### src/rtl/spectrum_pkg.sv
// spectrum_pkg: default sizing constants and the
// level saturation helper for the spectrum bin capture.
package spectrum_pkg;

  localparam int WIDTH_DEF      = 12;
  localparam int BINS_DEF       = 8;
  localparam int LEVEL_W_DEF    = 8;
  localparam int SHIFT_DEF      = 6;
  localparam int DECAY_STEP_DEF = 16;

  // Clamp v to the largest value representable in lw bits.
  function automatic logic [31:0] sat_level(
    input logic [63:0] v,
    input int unsigned lw
  );
    logic [63:0] maxv;
    maxv = (64'd1 << lw) - 64'd1;
    if (v > maxv) sat_level = maxv[31:0];
    else          sat_level = v[31:0];
  endfunction

endpackage

### src/rtl/spectrum_bins_cplx_mag_sq.sv
// cplx_mag_sq: two-stage |z|^2 >> SHIFT pipeline with
// saturation, carrying a valid tag and a side tag along.
module cplx_mag_sq
  import spectrum_pkg::*;
#(
  parameter int WIDTH   = WIDTH_DEF,
  parameter int LEVEL_W = LEVEL_W_DEF,
  parameter int SHIFT   = SHIFT_DEF,
  parameter int TAG_W   = 4
) (
  input  logic                    clk,
  input  logic                    reset_n,
  input  logic                    in_valid,
  input  logic [TAG_W-1:0]        in_tag,
  input  logic signed [WIDTH-1:0] in_real,
  input  logic signed [WIDTH-1:0] in_imag,
  output logic                    out_valid,
  output logic [TAG_W-1:0]        out_tag,
  output logic [LEVEL_W-1:0]      out_mag
);

  localparam int PW = 2 * WIDTH;
  localparam int SW = 2 * WIDTH + 1;

  logic signed [PW-1:0] sx_re;
  logic signed [PW-1:0] sx_im;
  logic signed [PW-1:0] p_re;
  logic signed [PW-1:0] p_im;

  logic [PW-1:0]    sq_re_d, sq_re_q;
  logic [PW-1:0]    sq_im_d, sq_im_q;
  logic             s1_valid_d, s1_valid_q;
  logic [TAG_W-1:0] s1_tag_d, s1_tag_q;

  logic [SW-1:0]      sum;
  logic [SW-1:0]      shifted;
  logic [63:0]        wide;
  logic [31:0]        sat;
  logic [LEVEL_W-1:0] mag_d, mag_q;
  logic               s2_valid_d, s2_valid_q;
  logic [TAG_W-1:0]   s2_tag_d, s2_tag_q;

  // Stage 1: squares of the sign-extended parts.
  always_comb begin
    sx_re      = {{WIDTH{in_real[WIDTH-1]}}, in_real};
    sx_im      = {{WIDTH{in_imag[WIDTH-1]}}, in_imag};
    p_re       = sx_re * sx_re;
    p_im       = sx_im * sx_im;
    sq_re_d    = p_re;
    sq_im_d    = p_im;
    s1_valid_d = in_valid;
    s1_tag_d   = in_tag;
  end

  // Stage 2: unsigned sum, shift, saturate.
  always_comb begin
    sum             = {1'b0, sq_re_q} + {1'b0, sq_im_q};
    shifted         = sum >> SHIFT;
    wide            = '0;
    wide[SW-1:0]    = shifted;
    sat             = sat_level(wide, LEVEL_W);
    mag_d           = sat[LEVEL_W-1:0];
    s2_valid_d      = s1_valid_q;
    s2_tag_d        = s1_tag_q;
  end

  // Pipeline registers; valid tags cleared by reset.
  always_ff @(posedge clk) begin
    if (!reset_n) begin
      sq_re_q    <= '0;
      sq_im_q    <= '0;
      s1_valid_q <= 1'b0;
      s1_tag_q   <= '0;
      mag_q      <= '0;
      s2_valid_q <= 1'b0;
      s2_tag_q   <= '0;
    end else begin
      sq_re_q    <= sq_re_d;
      sq_im_q    <= sq_im_d;
      s1_valid_q <= s1_valid_d;
      s1_tag_q   <= s1_tag_d;
      mag_q      <= mag_d;
      s2_valid_q <= s2_valid_d;
      s2_tag_q   <= s2_tag_d;
    end
  end

  assign out_valid = s2_valid_q;
  assign out_tag   = s2_tag_q;
  assign out_mag   = mag_q;

endmodule

### src/rtl/spectrum_bins.sv
// spectrum_bins: captures the first BINS FFT magnitudes
// per frame; SPECTRUM_PEAK_HOLD_EN adds decaying peak hold.
module spectrum_bins
  import spectrum_pkg::*;
#(
  parameter int WIDTH      = WIDTH_DEF,
  parameter int BINS       = BINS_DEF,
  parameter int LEVEL_W    = LEVEL_W_DEF,
  parameter int SHIFT      = SHIFT_DEF,
  parameter int DECAY_STEP = DECAY_STEP_DEF
) (
  input  logic                      clk,
  input  logic                      reset_n,
  input  logic                      in_valid,
  input  logic                      in_sync,
  input  logic signed [WIDTH-1:0]   in_real,
  input  logic signed [WIDTH-1:0]   in_imag,
  output logic [BINS*LEVEL_W-1:0]   levels,
  output logic                      frame_valid
);

  // Index value BINS doubles as "unsynced" and "past the end".
  localparam int IDX_W = $clog2(BINS + 1);
  localparam logic [IDX_W-1:0] IDX_SAT  = IDX_W'(BINS);
  localparam logic [IDX_W-1:0] IDX_LAST = IDX_W'(BINS - 1);

  logic [IDX_W-1:0] idx_d, idx_q;
  logic [IDX_W-1:0] cur_idx;
  logic             keep;

  logic               mag_valid;
  logic [IDX_W-1:0]   mag_tag;
  logic [LEVEL_W-1:0] mag;

  logic [BINS-1:0][LEVEL_W-1:0] bank_d, bank_q;
  logic [BINS-1:0][LEVEL_W-1:0] levels_d, levels_q;
  logic                         commit_d, commit_q;
  logic                         frame_valid_d, frame_valid_q;

`ifdef SPECTRUM_PEAK_HOLD_EN
  localparam logic [31:0] DSTEP_W =
    sat_level(64'(DECAY_STEP), LEVEL_W);
  localparam logic [LEVEL_W-1:0] DSTEP = DSTEP_W[LEVEL_W-1:0];

  // Keep the higher of the new value and the decayed old one.
  function automatic logic [LEVEL_W-1:0] peak_next(
    input logic [LEVEL_W-1:0] old_v,
    input logic [LEVEL_W-1:0] new_v
  );
    logic [LEVEL_W-1:0] dec;
    if (new_v >= old_v) return new_v;
    dec = (old_v > DSTEP) ? old_v - DSTEP : '0;
    return (new_v > dec) ? new_v : dec;
  endfunction
`endif

  // Bin index of the incoming sample; saturates at BINS.
  always_comb begin
    cur_idx = IDX_SAT;
    if (in_sync)
      cur_idx = '0;
    else if (idx_q != IDX_SAT)
      cur_idx = idx_q + IDX_W'(1);
    idx_d = in_valid ? cur_idx : idx_q;
    keep  = in_valid && (cur_idx != IDX_SAT);
  end

  cplx_mag_sq #(
    .WIDTH   (WIDTH),
    .LEVEL_W (LEVEL_W),
    .SHIFT   (SHIFT),
    .TAG_W   (IDX_W)
  ) u_mag (
    .clk       (clk),
    .reset_n   (reset_n),
    .in_valid  (keep),
    .in_tag    (cur_idx),
    .in_real   (in_real),
    .in_imag   (in_imag),
    .out_valid (mag_valid),
    .out_tag   (mag_tag),
    .out_mag   (mag)
  );

  // Working bank write; the last bin arms a commit.
  always_comb begin
    bank_d   = bank_q;
    commit_d = 1'b0;
    if (mag_valid) begin
      for (int k = 0; k < BINS; k++)
        if (mag_tag == IDX_W'(k)) bank_d[k] = mag;
      commit_d = (mag_tag == IDX_LAST);
    end
  end

  // Atomic transfer of the whole bank into levels.
  always_comb begin
    levels_d      = levels_q;
    frame_valid_d = 1'b0;
    if (commit_q) begin
      frame_valid_d = 1'b1;
      for (int k = 0; k < BINS; k++) begin
`ifdef SPECTRUM_PEAK_HOLD_EN
        levels_d[k] = peak_next(levels_q[k], bank_q[k]);
`else
        levels_d[k] = bank_q[k];
`endif
      end
    end
  end

  // State registers with synchronous active-low reset.
  always_ff @(posedge clk) begin
    if (!reset_n) begin
      idx_q         <= IDX_SAT;
      bank_q        <= '0;
      commit_q      <= 1'b0;
      levels_q      <= '0;
      frame_valid_q <= 1'b0;
    end else begin
      idx_q         <= idx_d;
      bank_q        <= bank_d;
      commit_q      <= commit_d;
      levels_q      <= levels_d;
      frame_valid_q <= frame_valid_d;
    end
  end

  assign levels      = levels_q;
  assign frame_valid = frame_valid_q;

endmodule

### config.mk
export PLATFORM = sky130hd
export DESIGN_NAME = spectrum_bins
export DESIGN_NICKNAME = d
export VERILOG_FILES = /design/src/rtl/spectrum_pkg.sv /design/src/rtl/spectrum_bins_cplx_mag_sq.sv /design/src/rtl/spectrum_bins.sv
export SDC_FILE = /design/constraint.sdc
export NUM_CORES = 1
export LEC_CHECK = 0
export CORE_UTILIZATION = 31
export CTS_BUF_LIST = sky130_fd_sc_hd__clkbuf_4
export DETAILED_ROUTE_END_ITERATION = 16
export MAX_ROUTING_LAYER = met4
export SYNTH_ARGS = -nofsm -noshare
export SYNTH_HDL_FRONTEND = slang
export SYNTH_SLANG_ARGS = --single-unit
### constraint.sdc
create_clock -name clk -period 8.1 [get_ports clk]
set_input_delay 2.43 -clock clk [delete_from_list [all_inputs] [get_ports clk]]
set_output_delay 2.43 -clock clk [all_outputs]
set_load 0.05 [all_outputs]
======== Word-level counts from Yosys, hierarchy flattened ========
Index checks and enable logic that the tools add are counted.
storage, ports and cells
  register bits ........................... 200
cells by class
  mux-type cells .......................... 4
  add/subtract/negate cells ............... 2
  reduce and logical (&&, ||, !) cells .... 11
  $lt $le $gt $ge ......................... 1
  equal/unequal tests ..................... 9
  multipliers ............................. 2
operator list
  operator                                                         count
  multiplier 12 x 12 -> 24 bit                                     2
  adder 24 x 24 -> 25 bit                                          1
  greater-than comparator 19 x 8 -> 1 bit (second input constant)  1
  AND reduction 2 bit                                              9
  == test 4 x 3 -> 1 bit (second input constant)                   4
  == test 4 x 2 -> 1 bit (second input constant)                   2
  2-to-1 mux 4 bit                                                 2
  2-to-1 mux 8 bit                                                 1
  != test 4 bit (second input constant)                            2
  adder 4 x 1 -> 4 bit (second input constant)                     1
  == test 4 x 1 -> 1 bit (second input constant)                   1
  zero test 4 bit                                                  1
  logical AND 1 bit                                                1
  2-to-1 mux 1 bit                                                 1

======== Logic depth before layout (Yosys ltp) ========
Gate-level depths: netlist of run 1.
  depth after elaboration ................. 5
  depth in mapped cells ................... 23
  depth with buffers taken out ............ 22

======== Modules after synthesis ========
A second synthesis of run 1 with hierarchy kept.
second synthesis, totals
  cell total of the unflattened synthesis .. 1917
  area total of the unflattened synthesis .. 18016.0 um^2
by module, submodules not included
  module         times used  sequential area each (um^2)  area an instance (um^2)  cells each
  cplx_mag_sq    1           1241.2                       12522.0                  1363
  spectrum_bins  1           2682.6                       5494.0                   554

======== Worst setup path after synthesis of run 1 ========
OpenSTA, ideal clock, no wires.
  path kind ............................... input-to-reg
  from .................................... input in_imag[8]
  to ...................................... register u_mag.sq_im_q[23]
  library setup time ...................... 0.128 ns
  data required time ...................... 7.972 ns
  buffers on the path ..................... 1
  cell stages on the path ................. 22
  setup slack ............................. 0.811 ns
  arrival ................................. 7.161 ns
  cells stage by stage .................... clkbuf_1 -> inv_1 -> nor2_1 -> inv_1 -> fa_1 -> inv_1 -> fa_1 -> inv_1 -> fa_1 -> inv_1 -> fa_1 -> inv_1 -> fa_1 -> inv_1 -> ha_1 -> and2_1 -> o21ai_0 -> o21ai_0 -> o41a_1 -> a211o_1 -> xnor2_1 -> nor2_1
on the way
  cells in the longest elaborated chain, start to end .. 1
RTL lines
  element                       line                             RTL
  start: declaration            spectrum_bins.sv:17              input logic signed [WIDTH-1:0] in_imag,
  multiplier 12 x 12 -> 24 bit  spectrum_bins_cplx_mag_sq.sv:48  p_im = sx_im * sx_im;
  end signal: assignment        spectrum_bins_cplx_mag_sq.sv:79  sq_im_q <= sq_im_d;
  end: declaration              spectrum_bins_cplx_mag_sq.sv:31  logic [PW-1:0] sq_im_d, sq_im_q;
Every way passes these cells.
A chain may end at the register's enable or synchronous reset.

======== Worst setup path in the final report of run 1 ========
  from .................................... input in_imag[8]
  to ...................................... register u_mag.sq_im_q[16]
The elaborated chain is that of the path after synthesis.

==> run summary, run 1 <==
The flow ran to the end, and the final reports show no timing, DRC or antenna violations. The first-pass iteration count of the detailed router came out at 5. Data on the critical path arrives at its endpoint at 7.93 ns.

The final worst slack came out at 0.6268 ns. The number of rows created at floorplan is 86. The measured slew at the worst slew-check pin came out at 1.161 ns. For this run, global-route usage on met2 was measured as 24.74%. The final setup violation count is 0. The buffers plus inverters on the worst setup path came out at 7. The final net count came out at 2340. By instance count, the cell type seen most on the critical path is sky130_fd_sc_hd__inv_1. The highest ir drop seen on vdd came out at 0.2808 mV.

The CTS clock-pin slew for the worst setup and hold paths is 0.20 ns. Based on the critical path, the design can be clocked at up to 133.8 MHz. Setup repair after global routing left no endpoint under its margin.

Counting flops with a built-in enable in the synthesized netlist gives 0. The maximum buffer depth of the clock tree is 2. The worst setup skew after layout came out at 0.04055 ns. The clock latency on the worst-skew pair came out at 0.60 ns. The number of standard cells after synthesis is 1852. The count of nets left with antenna violations once routing finished came out at 0. The number of failing hold endpoints at the final stage came out at 0. The congestion estimate from routability-driven global placement came to 0.8480. The worst path uses 92.26% of the clock period. The standby leakage power is 9.131 nW. The aggregate routed wire length came out at 35.71 mm. Synthesis produced a netlist with a net count of 2266.

The number of library cell types mapped by synthesis came out at 60. The worst setup path is captured at a flop. The post-route netlist has 4.642% of its cells at a drive strength greater than 1. The total clock buffers created by CTS came out at 17. The final antenna diode count is 0.

The post-cts gate resize count came out at 0. The element type at the critical path start is an input port. Measured along the x axis, the die boundary spans 239.1 µm. Across every metal layer, demand over resource in global routing totals 13.54%. The commonest register cell after synthesis is sky130_fd_sc_hd__dfxtp_1.

The DRC marker count from the first detailed-route iteration came out at 532. The initial core utilization came out at 31.52%. The largest individual stage delay along the critical path comes from the cell sky130_fd_sc_hd__clkdlybuf4s50_1. The area taken by flip-flops and latches came out at 3928 µm². The post-synthesis async set-or-reset flop share is 0%. The total half-perimeter wirelength after legalization and detailed placement is 29.46 mm.

The total via count in the routed design came out at 12012. Clock tree synthesis selected as its root buffer the cell sky130_fd_sc_hd__clkbuf_4. The core footprint is 55310 µm².

The max-cap check violation count came out at 0. The number of sinks handled by clock tree synthesis is 196. The min-delay analysis places its worst path in the category reg -> reg. The buffers inserted during post-CTS setup optimization is 0. Headroom to the max-slew limit came out at 22.57%. After synthesis the netlist holds a flip-flop and latch count of 196. The global routing met3 resource utilization is 1.316%. TritonCTS built the clock tree. The number of DRC violations after detailed routing is 0. After detailed routing, the average wire length per cell comes to 13.29 µm. The quantity of I/O buffers inserted on ports came out at 92. The die covers 57180 µm². In the layout the commonest cells are sky130_fd_sc_hd__inv_1, sky130_fd_sc_hd__fa_1, sky130_fd_sc_hd__nor2_1, sky130_fd_sc_hd__dfxtp_1, sky130_fd_sc_hd__ha_1. Walking the worst path, the cells encountered are clkdlybuf4s50_1 > and2_1 > inv_1 > fa_1 > inv_1 > ha_1 > inv_1 > fa_1 > inv_1 > fa_1 > inv_1 > fa_1 > inv_1 > ha_1 > a21o_1 > a21oi_1 > o21ai_0 > a311o_1 > a21oi_1 > o21ai_0 > xnor2_1 > nor2_1. The count of final max-slew check failures came out at 0. Entering global routing, the biggest net connects 92 pins.

The number of buffers added to fix hold violations after cts came out at 0. The post-route minimum period came out at 7.473 ns. The placement-stage worst setup slack is -0.003380 ns. The number of global-route vias before repair is 12806. In the final layout, the multi-input gates occupy 11900 µm².

The type of the worst setup path is in -> reg. After detailed routing, the number of vias per cell comes to 4.470. The global-route met1 utilization came out at 16.35%. At the worst endpoint, the required time is 8.56 ns. The number of antenna violations at the first check in global routing came to 0.

The die boundary height is 239.1 µm. The library cell used most frequently in the layout, excluding fill and tap cells, is sky130_fd_sc_hd__inv_1. The number of inserted filler cells in the final layout is 5652. The post-synthesis instance area came out at 17430 µm². The I/O pin count is 93. The count of H-tree levels built during CTS came out at 4.

The power density relative to cell area is 352.6 nW/µm². The maximum cell stage delay along the critical path is 0.69 ns. After global routing the overflow that remains totals 0. The highest net fanout along the worst path is 6. The synthesized area divided by synthesized cell count is 9.412 µm². The layer with the highest usage is met2.

The total chip power is 6.936 mW. During synthesis, Yosys emitted a total of 0 warnings. The first global-routing pass estimated 61.42 mm of wire.

The area growth from synthesis to layout is 12.84%. The kind of cell adding the most delay to the critical path is adder cells. The sequential-to-total area share from yosys stat is 22.51%.
[synthesized netlist by cell type, types with 16 or more instances]
library cell | instances | area, µm²
sky130_fd_sc_hd__xor2_1 | 28 | 245.2
sky130_fd_sc_hd__mux2i_1 | 136 | 1361
sky130_fd_sc_hd__nand2_1 | 88 | 330.3
sky130_fd_sc_hd__xnor2_1 | 34 | 297.8
sky130_fd_sc_hd__and2_1 | 88 | 550.5
sky130_fd_sc_hd__fa_1 | 248 | 4965
sky130_fd_sc_hd__o21ai_0 | 26 | 130.1
sky130_fd_sc_hd__clkbuf_1 | 71 | 266.5
sky130_fd_sc_hd__nor2_1 | 218 | 818.3
sky130_fd_sc_hd__dfxtp_1 | 196 | 3924
sky130_fd_sc_hd__inv_1 | 348 | 1306
sky130_fd_sc_hd__ha_1 | 138 | 1727
sky130_fd_sc_hd__a21oi_1 | 54 | 270.3
sky130_fd_sc_hd__a21o_1 | 16 | 120.1
sky130_fd_sc_hd__nor3_1 | 22 | 110.1
[metrics by stage]
stage / hold WS [ns] / TNS [ns] / instances / util (%) / cell area [µm²]
after floorplan: 0.4119 / 0 / 1852 / - / 17430
after CTS: 0.4678 / 0 / 2687 / 35.56 / 19670
after global placement: 0.4190 / 0 / 2655 / 34.90 / 19300
final: 0.4633 / 0 / 2687 / 35.56 / 19670
after global routing: 0.4901 / 0 / 2687 / 35.56 / 19670
after detailed placement: 0.4226 / -0.003380 / 2655 / 34.90 / 19300
[report_power, final]
part	internal, mW	switching (mW)	leakage, nW
Clock	0.174	0.439	0.188
Combinational	2.30	2.87	7.35
Sequential	1.10	0.0579	1.60
Total	3.57	3.37	9.13
[state kept, by name, indices dropped and copies added (netlist names)]
signal,flops
u_mag.sq_im_q,22
u_mag.sq_re_q,22
u_mag.out_valid,1
levels,64
bank_q,64
idx_q,4
u_mag.out_tag,4
commit_q,1
frame_valid,1
u_mag.s1_valid_q,1
u_mag.out_mag,8
u_mag.s1_tag_q,4
[cell families after synthesis]
family          synth area share (%)
compound gates                 5.714
simple gates                   13.20
fa+ha+maj                      38.39
flops                          22.51
buf+inv                        9.202
xor+xnor                       3.115
mux                            7.874
[per-layer routing]
metal  up-vias  part of all wire [%]
met4         0                  0.60
met2       162                    52
met1      5930                    45
met3        16                   2.4
met5         -                     0
li1       5904                     -
[area by class of cell]
type                       count  share of cell area, %
sequential                   196                  19.97
clock buffer                  17                 0.6488
inverter                     350                  6.692
timing repair buffer         132                  6.208
multi-input combinational   1229                  60.52
tap                          748                  4.758
clock inverter                15                  1.209
[final timing paths]
check	startpoint	endpoint	slack, ns	cells after the start
min reg2reg	u_mag.s1_valid_q	u_mag.out_valid	0.46	1
max reg2reg	u_mag.sq_im_q[8]	u_mag.out_mag[7]	4.85	9
min	u_mag.s1_valid_q	u_mag.out_valid	0.46	1
max	in_imag[8]	u_mag.sq_im_q[16]	0.63	22
Note: power is estimated with default switching activity, not from simulation.
==> run 2: changes to the inputs <==
- CORE_UTILIZATION: 31 -> 55
- PLACE_DENSITY: default -> 0.74
- RECOVER_POWER: default -> 100
==> run summary, run 2 (synthesized netlist as in run 1, its figures left out) <==
After clock tree synthesis, the clock-pin slew on the worst setup and hold paths is 0.18 ns. The number of hold buffers added after CTS was 0. The maximum frequency from static timing analysis is 131.2 MHz.

93 I/O pins were placed. The die boundary height is 180.0 µm. The run finished, with violations left.

The number of antenna violations at the first check in global routing was 1. The net switching fraction of the power is 48.05%. The power share of the sequential group came out at 17.2%. The first global-routing pass estimated 58.39 mm of wire. The final standard cell count with taps included and fillers excluded came out at 2330.

The final net count came out at 2334. The number of DRC violations after detailed routing came out at 1. Once detail routing completed, the nets flagged for antenna violations numbered 0. The post-cts gate resize count is 0. The count of H-tree levels built during CTS is 4. The internal power summed over all cells is 3.484 mW.

Counting instances, the worst hold path has a depth of 1. The worst path required time came out at 8.58 ns. The library cell used most frequently in the layout, excluding fill and tap cells, is sky130_fd_sc_hd__inv_1. Counting I/O delays and the setup requirement, the final critical path takes 7.620 ns. The power density relative to cell area came out at 350.6 nW/µm². The standby leakage power is 9.288 nW. The placed standard-cell area came out at 18820 µm². The detail-routed net length per standard cell came out at 14.31 µm. The summed negative setup slack over all endpoints is 0 ns. The global route total overflow is 0.

The worst setup skew after layout is 0.03778 ns. The first-pass iteration count of the detailed router came out at 11. The area growth from synthesis to layout is 9.733%. The library cells used most frequently in the layout, excluding fill and tap cells, are sky130_fd_sc_hd__inv_1, sky130_fd_sc_hd__fa_1, sky130_fd_sc_hd__nor2_1, sky130_fd_sc_hd__dfxtp_1, sky130_fd_sc_hd__ha_1. The instance count after placement with tap cells included is 2297.

The final estimated routing congestion in global placement came out at 0.8753. For this block, the initial DRC count from the detailed router was 566. The count of final max-slew check failures came out at 158. By startpoint and endpoint, the worst setup path is classified as in -> reg. The number of failing hold endpoints at the final stage is 0. The core footprint came out at 30910 µm².

Clock tree synthesis selected as its root buffer the cell sky130_fd_sc_hd__clkbuf_4. The worst setup path is launched from an input port. The number of global-route vias before repair is 12581. The x dimension of the die is 180.0 µm. Of the cells placed in the final design, the portion with a size suffix greater than 1 is 4.087%.

The final reports fail on DRC, capacitance limit, slew limit. The number of sinks handled by clock tree synthesis came out at 196. STA classifies the critical path endpoint as a flop. The max-cap check violation count came out at 2. The clock latency on the worst-skew pair came out at 0.59 ns. The highest net fanout along the worst path came out at 12.

The die outline area came out at 32410 µm². The via density per instance is 5.223. The clock network fraction of design power is 8.1%.

Counting cells, the worst reg-to-reg path comes to 9. The CTS tree is done. The measured slew at the worst slew-check pin is 2.588 ns. The aggregate routed wire length is 33.34 mm.

The total clock buffers created by CTS came out at 17. The worst hold path belongs to the class reg -> reg. Setup violations remaining at the end of the flow were counted as 0.

Global routing consumed, over all layers together, 22.54% of the routing resources. Setup repair after global routing left no endpoint under its margin. The quantity of I/O buffers inserted on ports is 92. The total via count in the routed design is 12169. The maximum buffer depth of the clock tree is 2. The worst max-slew margin expressed relative to the limit came out at -72.50%. Of the available clock period, the critical path in the final layout requires 94.07%. For this configuration, the core starts out at a cell density of 56.40%.

The buffers inserted during post-CTS setup optimization is 0. The total half-perimeter wirelength after legalization and detailed placement is 27.40 mm. The post-layout instance area is 19130 µm². The largest net degree at the start of global routing is 95.

Summed over all nets, the switching power comes to 3.222 mW. The number of rows created at floorplan is 64. The arrival time at the worst endpoint came out at 8.10 ns.

The combinational fraction of design power is 74.7%. The highest ir drop seen on vdd came out at 0.3661 mV.
==> run 2: critical path, stage by stage <==
cell	delay, ns
sky130_fd_sc_hd__dlygate4sd3_1	0.86
sky130_fd_sc_hd__and2_0	0.27
sky130_fd_sc_hd__inv_1	0.08
sky130_fd_sc_hd__fa_1	0.48
sky130_fd_sc_hd__inv_1	0.05
sky130_fd_sc_hd__fa_1	0.47
sky130_fd_sc_hd__inv_1	0.06
sky130_fd_sc_hd__fa_1	0.53
sky130_fd_sc_hd__inv_1	0.05
sky130_fd_sc_hd__fa_1	0.52
sky130_fd_sc_hd__inv_1	0.05
sky130_fd_sc_hd__fa_1	0.53
sky130_fd_sc_hd__inv_1	0.04
sky130_fd_sc_hd__ha_1	0.33
sky130_fd_sc_hd__and3_1	0.17
sky130_fd_sc_hd__o211ai_1	0.13
sky130_fd_sc_hd__a31oi_1	0.23
sky130_fd_sc_hd__o22ai_1	0.12
sky130_fd_sc_hd__o21ai_0	0.33
sky130_fd_sc_hd__nand2_1	0.10
sky130_fd_sc_hd__o311ai_1	0.26
==> run 2: area by class of cell <==
cell class	count	area (µm²)
antenna	1	2.502
clock buffer	17	127.6
clock inverter	15	201.4
fill	2655	11780
inverter	350	1315
multi-input combinational	1229	11900
sequential	196	3928
tap	396	495.5
timing repair buffer	126	1155
==> run 2: final timing paths <==
kind / start / to / slack (ns)
setup / recovery: in_real[5] / u_mag.sq_re_q[23] / 0.48
hold / removal: u_mag.s1_tag_q[2] / u_mag.out_tag[2] / 0.44
setup reg to reg: u_mag.sq_im_q[8] / u_mag.out_mag[6] / 4.88
hold reg to reg: u_mag.s1_tag_q[2] / u_mag.out_tag[2] / 0.44
==> run 2: power groups by stage <==
stage               clock network (mW)  logic [mW]  registers, mW
floorplan                            0        4.14           1.14
global placement                     0        4.91           1.17
detailed placement                   0        5.04           1.17
CTS                              0.560        5.08           1.15
global route                     0.602        5.81           1.16
finish                           0.544        5.01           1.15
==> run 2: metal layers <==
layer	global-route usage [%]	wire (µm)	vias to the layer above	share of wire (%)
met2	40.11	17550	207	53
li1	-	-	5898	-
met5	-	0	-	0
met3	2.385	958	37	2.9
met4	5.060	490	0	1.5
met1	27.60	14350	6027	43
==> run 2: through the flow <==
stage / setup WS (ns) / hold WS, ns / utilization (%) / total power [mW]
final: 0.4802 / 0.4428 / 61.88 / 6.706
after global routing: 0.2003 / 0.4794 / 61.88 / 7.572
after CTS: 0.6821 / 0.4469 / 61.95 / 6.788
after detailed placement: 0.06823 / 0.4253 / 60.88 / 6.216
after global placement: 0.1898 / 0.4175 / 60.88 / 6.088
after floorplan: 0.8113 / 0.4119 / - / 5.272
==> run 3: changes to the inputs <==
- GPL_ROUTABILITY_DRIVEN: default -> 0
==> run summary, run 3 (synthesized netlist as in run 1, its figures left out) <==
The type of the worst setup path is in -> reg. The number of failing hold endpoints at the final stage came to 0. The CTS clock-pin slew for the worst setup and hold paths is 0.18 ns. The clock latency on the worst-skew pair came out at 0.57 ns.

Dividing total power by cell area gives a power density of 353.4 nW/µm². From bottom edge to top edge, the die measures 180.0 µm. The measured slew at the worst slew-check pin is 1.771 ns. The element type at the critical path start is an input port.

The final worst slack is 0.4736 ns. The via density per instance is 5.245. The worst max-slew margin expressed relative to the limit came out at -18.04%. The count of final max-slew check failures is 124. The maximum buffer depth of the clock tree came out at 2.

For this design, the slowest cell found on the critical path is sky130_fd_sc_hd__dlygate4sd3_1. The post-route minimum period came out at 7.626 ns. The top cell types in the final layout, fill and taps aside, are sky130_fd_sc_hd__inv_1, sky130_fd_sc_hd__fa_1, sky130_fd_sc_hd__nor2_1, sky130_fd_sc_hd__dfxtp_1, sky130_fd_sc_hd__ha_1. Once the clock tree was built, the setup fixing pass inserted 0 buffers. The total via count in the routed design is 12220.

TritonCTS created 17 clock buffers. The fraction of the core area covered by cells at the end of the flow is 61.82%. The number of rows created at floorplan is 64. The buffers plus inverters on the worst setup path is 5. The worst setup skew after layout is 0.02872 ns. The share of the cycle needed by the critical path after routing came out at 94.15%. Based on the critical path, the design can be clocked at up to 131.1 MHz.

Setup violations remaining at the end of the flow were counted as 0. The number of antenna violations at the first check in global routing came out at 1. Summing internal, switching and leakage power gives 6.752 mW. The instance count after placement with tap cells included came out at 2296. After detailed routing, the total wire length is 33.71 mm.

The analysis attributes to cell leakage a power of 9.279 nW. The share of final-layout standard cells stronger than drive strength 1 is 4.037%. The global-route usage over all layers is 22.84%. The post-cts gate resize count is 0. The run finished, with violations left. The worst path required time is 8.59 ns.

The first routing iteration left 612 violations. Entering global routing, the biggest net connects 95 pins. The number of sinks handled by clock tree synthesis is 196.

After clock tree synthesis, the flow added hold-fix buffers numbering 0. The max-cap check violation count came out at 2. After the last flow step, the layout net total stands at 2333. The checks that failed: DRC, capacitance limit, slew limit. Across all hold checks on the routed design, the worst slack comes to 0.4576 ns. The number of DRC violations after detailed routing is 2.

The x dimension of the die came out at 180.0 µm. The wire length of the first global-routing pass is 59.13 mm. The number of nets with antenna violations after detailed routing came out at 0. The core footprint came out at 30910 µm². The die covers 32410 µm². The number of global-route vias before repair is 12951.

The initial core utilization came out at 56.40%. The tree is rooted in a sky130_fd_sc_hd__clkbuf_4. The highest net fanout along the worst path is 10. The highest ir drop seen on vdd is 0.3436 mV. Leaving out fill and tap cells, the most frequent cell in the layout is sky130_fd_sc_hd__inv_1.

Among cell families on the critical path, the largest total delay comes from adder cells. The final standard cell count with taps included and fillers excluded is 2330. The placed standard-cell area is 18810 µm². In the final routed layout, each cell accounts on average for 14.47 µm. The arrival time at the worst endpoint is 8.12 ns.

In this design, the stage delay of the slowest critical-path cell is 0.80 ns. The worst min-delay path category is reg -> reg. TritonCTS built the clock tree. After routing, the total negative slack on setup checks comes to 0 ns. Pin placement for this block handled 93 I/O pins. Prior to clock tree synthesis, the placed netlist has a worst setup slack of 0.06222 ns.

The library cell appearing most often on the critical path is sky130_fd_sc_hd__fa_1. The global route total overflow came out at 0. The quantity of I/O buffers inserted on ports came out at 92. The worst setup path is captured at a flop. Setup repair after global routing left no endpoint under its margin.

After legalization and detailed placement, the total HPWL measured 27.62 mm. The critical path goes through dlygate4sd3_1 > and2_0 > fa_1 > fa_1 > inv_1 > fa_1 > inv_1 > fa_1 > inv_1 > fa_1 > inv_1 > ha_1 > and3_1 > o211ai_1 > a31oi_1 > o22ai_1 > o21ai_0 > nand2_1 > o311ai_1. The first detailed-routing pass took 11 iterations.

The post-layout instance area is 19110 µm². The area growth from synthesis to layout came out at 9.618%. In this run the number of H-tree levels came out at 4.
## run 3: cell count changes in the layout (fill, tap and decap cells not counted), sizes merged
| cell | change |
|---|---|
| clkdlybuf4s50 | +1 |
| clkbuf | -1 |
| diode | +1 |
| clkinvlp | -1 |
| dlygate4sd3 | -1 |
| inv | +1 |
## run 3: path summary, 6_finish.rpt
check	startpoint	endpoint	slack, ns	cells after the start
setup / recovery	in_real[3]	u_mag.sq_re_q[23]	0.47	19
hold / removal	u_mag.s1_tag_q[0]	u_mag.out_tag[0]	0.46	1
setup reg to reg	u_mag.sq_re_q[8]	u_mag.out_mag[7]	4.78	9
hold reg to reg	u_mag.s1_tag_q[0]	u_mag.out_tag[0]	0.46	1
## run 3: power breakdown
group,total [mW],switching (mW),internal (mW)
Combinational,5.07,2.83,2.24
Clock,0.533,0.384,0.148
Sequential,1.15,0.0535,1.10
Total,6.75,3.27,3.48
## run 3: layout make-up
cell class,count,area [µm²]
clock inverters,15,181.4
flip-flops and latches,196,3928
fillers,2634,11800
well taps,396,495.5
clock buffers,17,127.6
diodes,2,5.005
repair buffers,125,1151
multi-input cells,1229,11900
inverters,350,1316
## run 3: worst reg2reg max path, stage by stage (launching register included)
cell and delay (ns):
sky130_fd_sc_hd__dfxtp_1 0.35, sky130_fd_sc_hd__ha_1 0.35, sky130_fd_sc_hd__a21oi_1 0.23, sky130_fd_sc_hd__o21bai_1 0.20, sky130_fd_sc_hd__a22oi_1 0.39, sky130_fd_sc_hd__nand2_1 0.26, sky130_fd_sc_hd__a211o_1 0.31, sky130_fd_sc_hd__a2111o_1 0.47
sky130_fd_sc_hd__nor4_4 0.48, sky130_fd_sc_hd__a21oi_1 0.14
## run 3: per-layer routing
| metal | global-route usage, % | share of wire [%] | up-vias | wire (µm) |
|---|---|---|---|---|
| met1 | 28.03 | 43 | 6031 | 14530 |
| met5 | - | 0 | - | 0 |
| li1 | - | - | 5884 | - |
| met4 | 5.128 | 1.8 | 0 | 592 |
| met3 | 2.546 | 3.6 | 56 | 1199 |
| met2 | 40.47 | 52 | 249 | 17390 |
